## config.mk

```make
export PLATFORM = sky130hd
export DESIGN_NAME = tt_um_dpetrisko_ttdll
export DESIGN_NICKNAME = d
export VERILOG_FILES = /design/src/rtl/dll_pkg.sv /design/src/rtl/dll_delay_line.sv /design/src/rtl/tt_um_dpetrisko_ttdll.sv
export SDC_FILE = /design/constraint.sdc
export NUM_CORES = 1
export LEC_CHECK = 0
export CAP_MARGIN = 20
export CORE_ASPECT_RATIO = 0.5
export CORE_MARGIN = 2
export CORE_UTILIZATION = 51
export CTS_CLUSTER_DIAMETER = 100
export DETAILED_ROUTE_END_ITERATION = 8
export PLACE_DENSITY = 0.82
export SYNTH_ARGS = -nofsm -noshare
export SYNTH_HDL_FRONTEND = slang
export SYNTH_SLANG_ARGS = --single-unit
```

## constraint.sdc

```tcl
create_clock -name clk -period 3 [get_ports clk]
set_input_delay 0.6 -clock clk [delete_from_list [all_inputs] [get_ports clk]]
set_output_delay 0.6 -clock clk [all_outputs]
set_load 0.01 [all_outputs]
```

## src/rtl/dll_pkg.sv

```systemverilog
// Shared constants and types for the tap-select delay-locked loop.
package dll_pkg;

  localparam int TAPS  = 64;
  localparam int SEL_W = 6;

  localparam logic [SEL_W-1:0] SEL_RST = 6'd16;
  localparam logic [SEL_W-1:0] SEL_MIN = 6'd1;
  localparam logic [SEL_W-1:0] SEL_MAX = 6'd63;

  // Reversal count at which the loop is considered locked (also the
  // saturation value of the 2-bit reversal counter).
  localparam logic [1:0] LOCK_REVS = 2'd3;

  typedef enum logic {
    DIR_DOWN = 1'b0,
    DIR_UP   = 1'b1
  } dir_e;

  // One saturating step of the tap select in the given direction.
  function automatic logic [SEL_W-1:0] sel_step(input logic [SEL_W-1:0] sel,
                                                input dir_e dir);
    logic [SEL_W-1:0] nxt;
    nxt = sel;
    if (dir == DIR_UP) begin
      if (sel != SEL_MAX) nxt = sel + 6'd1;
    end else begin
      if (sel != SEL_MIN) nxt = sel - 6'd1;
    end
    return nxt;
  endfunction

endpackage

```

## src/rtl/dll_delay_line.sv

```systemverilog
// Shift-register delay line of the synchronized reference plus tap mux.
// Tap 0 is rs itself; tap k is rs as it was k clocks ago.
module dll_delay_line
  import dll_pkg::*;
(
  input  logic             clk,
  input  logic             rst,
  input  logic             rs,
  input  logic [SEL_W-1:0] sel,
  output logic             tap
);

  // Only taps 1..63 need storage; tap 0 is the live rs input.
  logic [TAPS-1:1] d_q;
  logic [TAPS-1:1] d_d;
  logic [TAPS-1:0] taps;

  // Shift every tap one position older and load rs into tap 1.
  always_comb begin
    d_d = {d_q[TAPS-2:1], rs};
  end

  assign taps = {d_q, rs};
  assign tap  = taps[sel];

  // Delay-line register, cleared by the synchronous reset.
  always_ff @(posedge clk) begin
    if (rst) begin
      d_q <= '0;
    end else begin
      d_q <= d_d;
    end
  end

endmodule

```

## src/rtl/tt_um_dpetrisko_ttdll.sv

```systemverilog
// Digital DLL: synchronizes ref, detects its rising edge, and steers a
// delay-line tap so the delayed copy straddles that edge. Lock is declared
// after the tap direction has reversed three updates in a row.
module tt_um_dpetrisko_ttdll
  import dll_pkg::*;
(
  input  logic [7:0] ui_in,
  output logic [7:0] uo_out,
  input  logic [7:0] uio_in,
  output logic [7:0] uio_out,
  output logic [7:0] uio_oe,
  input  logic       ena,
  input  logic       clk,
  input  logic       rst_n
);

  logic rst;
  logic manual;
  logic rs;
  logic rise;
  logic tap;
  dir_e dir;

  logic [1:0]       sync_q,     sync_d;
  logic             rs_dly_q,   rs_dly_d;
  logic [SEL_W-1:0] sel_q,      sel_d;
  dir_e             prev_dir_q, prev_dir_d;
  logic [1:0]       rev_cnt_q,  rev_cnt_d;
  logic             locked_q,   locked_d;
  logic [SEL_W-1:0] man_sel;

  // Pins that carry no function in this design.
  logic unused_ok;
  assign unused_ok = &{1'b0, ena, ui_in[7:2], uio_in[7:6]};

  assign rst    = ~rst_n;
  assign manual = ui_in[1];
  assign rs     = sync_q[1];

  // A manual select of 0 would pick the undelayed input; clamp it to 1.
  assign man_sel = (uio_in[SEL_W-1:0] == '0) ? SEL_MIN : uio_in[SEL_W-1:0];

  dll_delay_line u_delay_line (
    .clk (clk),
    .rst (rst),
    .rs  (rs),
    .sel (sel_q),
    .tap (tap)
  );

  // Synchronizer advance and rising-edge detect on the synchronized ref.
  always_comb begin
    sync_d   = {sync_q[0], ui_in[0]};
    rs_dly_d = rs;
    rise     = rs & ~rs_dly_q;
  end

  // Phase detector, tap select counter and lock tracking.
  always_comb begin
    dir        = tap ? DIR_UP : DIR_DOWN;
    sel_d      = sel_q;
    prev_dir_d = prev_dir_q;
    rev_cnt_d  = rev_cnt_q;
    if (manual) begin
      // Manual mode owns the select and parks the lock tracker so the
      // loop restarts cleanly (as if last moving up) when released.
      sel_d      = man_sel;
      prev_dir_d = DIR_UP;
      rev_cnt_d  = 2'd0;
    end else if (rise) begin
      // Tap already high at the edge means the delay is too short: go up.
      // A saturated step still counts as a direction for lock purposes.
      sel_d = sel_step(sel_q, dir);
      if (dir != prev_dir_q) begin
        rev_cnt_d = (rev_cnt_q == LOCK_REVS) ? LOCK_REVS : rev_cnt_q + 2'd1;
      end else begin
        rev_cnt_d = 2'd0;
      end
      prev_dir_d = dir;
    end
    locked_d = (rev_cnt_d == LOCK_REVS);
  end

  // State registers; reset overrides both manual and auto updates.
  always_ff @(posedge clk) begin
    if (rst) begin
      sync_q     <= 2'b00;
      rs_dly_q   <= 1'b0;
      sel_q      <= SEL_RST;
      prev_dir_q <= DIR_UP;
      rev_cnt_q  <= 2'd0;
      locked_q   <= 1'b0;
    end else begin
      sync_q     <= sync_d;
      rs_dly_q   <= rs_dly_d;
      sel_q      <= sel_d;
      prev_dir_q <= prev_dir_d;
      rev_cnt_q  <= rev_cnt_d;
      locked_q   <= locked_d;
    end
  end

  assign uo_out  = {sel_q, locked_q, tap};
  assign uio_out = 8'h00;
  assign uio_oe  = 8'h00;

endmodule

```

==> Word level (Yosys, flattened, before mapping) <==
Cells that the tools add are included.
{ "word_totals": {"elab_cells": 38, "output_inout_bits": 24, "ff_bits": 76} }
{ "classes": {"muxes": 13, "add_sub_neg": 3, "n_reduce_logical": 5, "bitwise": 3, "eq_ne": 6, "n_lt_le_gt_ge": 1} }
{ "ops": {"columns": ["cell", "count"], "rows": [
  ["2-to-1 mux 6 bit", 6],
  ["2-to-1 mux 2 bit", 4],
  ["< comparator 6 x 7 -> 1 bit (second input constant)", 1],
  ["adder 6 x 1 -> 6 bit (second input constant)", 1],
  ["binary-select mux 1 bit (select 6 bit)", 1],
  ["zero test 6 bit", 1],
  ["!= test 6 x 1 -> 1 bit (second input constant)", 1],
  ["!= test 6 bit (second input constant)", 1],
  ["subtractor 6 x 1 -> 6 bit (second input constant)", 1],
  ["== test 2 bit (second input constant)", 2],
  ["!= test 3 x 2 -> 1 bit (second input constant)", 1],
  ["AND reduction 3 bit", 1],
  ["nonzero test 3 bit", 1],
  ["adder 2 x 1 -> 2 bit (second input constant)", 1],
  ["2-to-1 mux 1 bit", 2],
  ["NOT 1 bit", 2],
  ["nonzero test 2 bit", 1],
  ["OR reduction 2 bit", 1],
  ["AND 1 bit", 1],
  ["!= test 1 bit", 1]
]} }

==> Depth between registers and ports, before layout <==
{ "depth": {"ltp_word": 8, "depth_mapped": 10, "depth_no_buf": 8} }

==> Cells and area by module <==
A second synthesis with hierarchy kept.
{ "unflattened": {"hier_cells": 286, "area_unflattened_um2": 3208.1} }
{ "by_module_without_submodules": {"columns": ["module", "cells_per_inst", "area_each_um2", "instances"], "rows": [
  ["dll_delay_line", 181, 2323.5, 1],
  ["tt_um_dpetrisko_ttdll", 105, 884.6, 1]
]} }

==> Least setup slack after synthesis <==
Ideal clock, no wire load.
{ "synth_path": {"kind": "reg2out", "startpoint": "reg sel_q[1]", "endpoint": "out uo_out[0]", "arrival_ns": 2.216, "path_slack_ns": 0.184, "stages_incl_launch_ff": 9, "t_required_ns": 2.400, "path_buffers": 3, "cell_sequence": "dfxtp_1 > buf_6 > clkbuf_1 > mux4_2 > mux2_2 > o221ai_1 > a2bb2oi_4 > inv_4 > buf_4"} }
{ "synth_between": {"elab_chain_cells": 2} }
{ "synth_rtl": {"columns": ["item", "line_no", "text"], "rows": [
  ["from (decl)", "tt_um_dpetrisko_ttdll.sv:26", "logic [SEL_W-1:0] sel_q, sel_d;"],
  ["from (signal assigned)", "tt_um_dpetrisko_ttdll.sv:96", "sel_q <= sel_d;"],
  ["binary-select mux 1 bit (select 6 bit)", "dll_delay_line.sv:24", "assign tap = taps[sel];"],
  ["2-to-1 mux 1 bit (implied by the code)", "dll_delay_line.sv:24", null],
  ["to (decl)", "tt_um_dpetrisko_ttdll.sv:8", "output logic [7:0] uo_out,"]
]} }
Every way passes these cells. The select of a mux whose other input is x is not followed.

==> Worst setup path in the final report <==
Same ends and word-level chain as after synthesis.

==> results.md <==
* Worst slack at placement at -7.60 ps
* Routed len/inst at around 15 um
* M1 GR Usage at 22.9%
* First-pass GRT wire length at about 9500 um
* 1st-pass router iterations at 4
* Synth Register Bits at 75
* Worst r2r src: sel_q[1]
* Pwr Density at roughly 600 nW/um2
* Slew Viols, Final at 0
* Post-DP HPWL at between 3000 and 4000 um
* Cells after synthesis at 281
* Area grow syn2layout at 16.0%
* Synthesized area at 3140 um2
* Crit path launch type: flop
* Placed Cells at around 370
* Crit-path max FO at 7
* Crit path DAT at between 2000 and 2500 ps
* Tightest Pin Transition at 571 ps
* Root buf cell: clkbuf_16
* Remaining global-route overflow at 0
* Hold Buf Count CTS at 0
* Final Skew at 5.08 ps
* R2R depth at 10
* Ys async rst share at 0%
* Num rows at 20
* Detail Route Antenna Nets at 0
* Initial antenna violation count at 0
* FF-to-FF setup slack at approximately 240 ps
* Vias per cell at ~5.3
* Drt total wl at about 6000 um
* Post-layout nets at 326
* Largest net degree at the start of global routing at 76
* # IOs at 43
* CTS tree: built
* Fin crit share at a little over nine tenths
* Worst EP required at ~2400 ps
* Warning count from the yosys run at 0
* Initial Utilization at between 50% and 60%
* Met2 Usage GRT at a little over 30%
* Clock latency on the worst-skew pair at 330 ps
* Die width at around 110 um
* Max Fclk at between 300 and 400 MHz
* Worst reg2reg path endpoint: sel_q[4]
* Max_cap viols at 0
* Most frequent cells in the layout: 72 x dfxtp_1, 66 x and2_1, 16 x conb_1, 16 x clkdlybuf4s50_1, 12 x buf_4
* Final std cells w/o fill at approximately 390
* Die Y at between 50 and 60 um
* Status: finished, final reports clean
* Commonest non-fill, non-tap cell in the layout: dfxtp_1
* Placed cell area at about 3400 um2
* Endpoint of the worst hold path: sync_q[1]
* Crit. Startpoint: sel_q[1]
* Vias at between 2000 and 2500
* Sequential share of the synthesized area at 47.8%
* Worst Setup End Kind: output port
* Core area at between 6000 and 7000 um2
* Layout cells sized above 1 at 16.5%
* P_leak at approximately 1.5 nW
* H-tree levels at 3
* Max Root-Sink Buffers at 2
* Reg clk slew, reported paths at around 60 ps
* GPL Wtd Cong at between 0.8 and 0.9
* Final-report hold violation count at 0
* Grt peak-use layer: met2
* Final setup violation count at 0
* RSZ-0062 raised after global routing: false
* Hold depth at 1
* Clk sinks at 75
* Met3 GRT Util at around 5.8%
* Total track usage at 18.9%
* Synth cell types at 44
* Post-route minimum period at 2940 ps
* CP Class: reg -> out
* Die ar. at around 6800 um2
* Worst vdd ir at approximately 0.35 mV
* Max_slew headroom at approximately three fifths
* Hold Slack at approximately 440 ps
* Num CTS Buffers at 9
* Worst Hold Class: reg -> reg
* Worst hold start: sync_q[0]
* Dominant synthesized flop cell: dfxtp_1
* I/O Buffers at 17
* Fill count at approximately 460
* Drt drc at 0
* Register Area at 1510 um2
* # diodes at 0
* EDFF count, synth at 0
* Setup slack after layout at approximately 63 ps
* Area of the multi-input gates at 1460 um2
* 1st-iter DRT viols at between 100 and 150
* Post-Layout Inst Area at around 3600 um2
* Post-Syn Area per Cell at between 10 and 15 um2
* Vias in the first global route at 1975
worst max-delay path by stage:
stage               cells after the start   endpoint  slack, ps
floorplan                               8  uo_out[0]        180
global placement                        7  uo_out[0]          6
detailed placement                      7  uo_out[0]         -8
CTS                                     7  uo_out[0]         40
global route                            7  uo_out[0]          9
finish                                  7  uo_out[0]         60
routing by layer:
metal / vias to the layer above / share of wire [%]
met1: 996 / 46
met3: 9 / 4.0
met2: 48 / 48
met5: - / 0
met4: 0 / 2.2
li1: 975 / -
cell families after synthesis:
kind of cell | synth area share, %
compound gates | 5.58
xor+xnor | 1.67
other cells | 0.120
fa+ha+maj | 1.20
flops | 47.8
simple gates | 20.3
buf+inv | 7.22
mux | 16.0
cell usage after synthesis, drive strengths merged (3+ instances only):
master,number,area (um2)
a21oi,7,35.0
and2,66,413
buf,21,156
clkbuf,12,45.0
dfxtp,75,1500
ha,3,37.5
inv,5,21.3
mux2,4,48.8
mux2i,6,60.1
mux4,16,394
nand2,10,37.5
nand3,7,35.0
nor2,8,32.5
o21ai,3,15.0
xnor2,6,52.6
worst max-delay path, cell delays in order (launching register included):
cell       delay [ps]
dfxtp_2           350
buf_12            130
mux4_1            530
mux4_2            490
nor2_4            140
a2bb2oi_4         190
inv_4              50
buf_2             130
per-stage QoR:
step	util (%)	power (mW)	setup TNS (ps)
after global routing	60.6	2.26	0
after CTS	60.6	2.20	0
after floorplan	-	1.17	0
after global placement	56.0	1.22	0
final	60.6	2.19	0
after detailed placement	56.0	1.22	-7.60
flip-flops by register name, indices dropped and copies added (netlist names):
signal / cells
u_delay_line.d_q: 63
locked_q: 1
prev_dir_q: 1
rev_cnt_q: 2
sel_q: 6
sync_q: 2
final cells by class:
| class | count | area share, % |
|---|---|---|
| clock inverter | 6 | 1.10 |
| tap | 77 | 2.65 |
| sequential | 75 | 41.3 |
| multi-input combinational | 182 | 40.1 |
| inverter | 6 | 0.687 |
| timing repair buffer | 30 | 7.56 |
| clock buffer | 10 | 6.56 |
power breakdown:
group / leakage [nW] / switching (mW) / internal [mW]
clock network: 0.139 / 0.405 / 0.581
logic: 0.739 / 0.0951 / 0.0874
registers: 0.607 / 0.0160 / 1.01
total: 1.48 / 0.516 / 1.67
repair_timing:
item / in CTS / in global routing
gates resized for setup: 11 / 0
endpoints found under the setup margin: 1 / 0
setup buffers: 1 / 0
(Power assumes the default switching activity.)
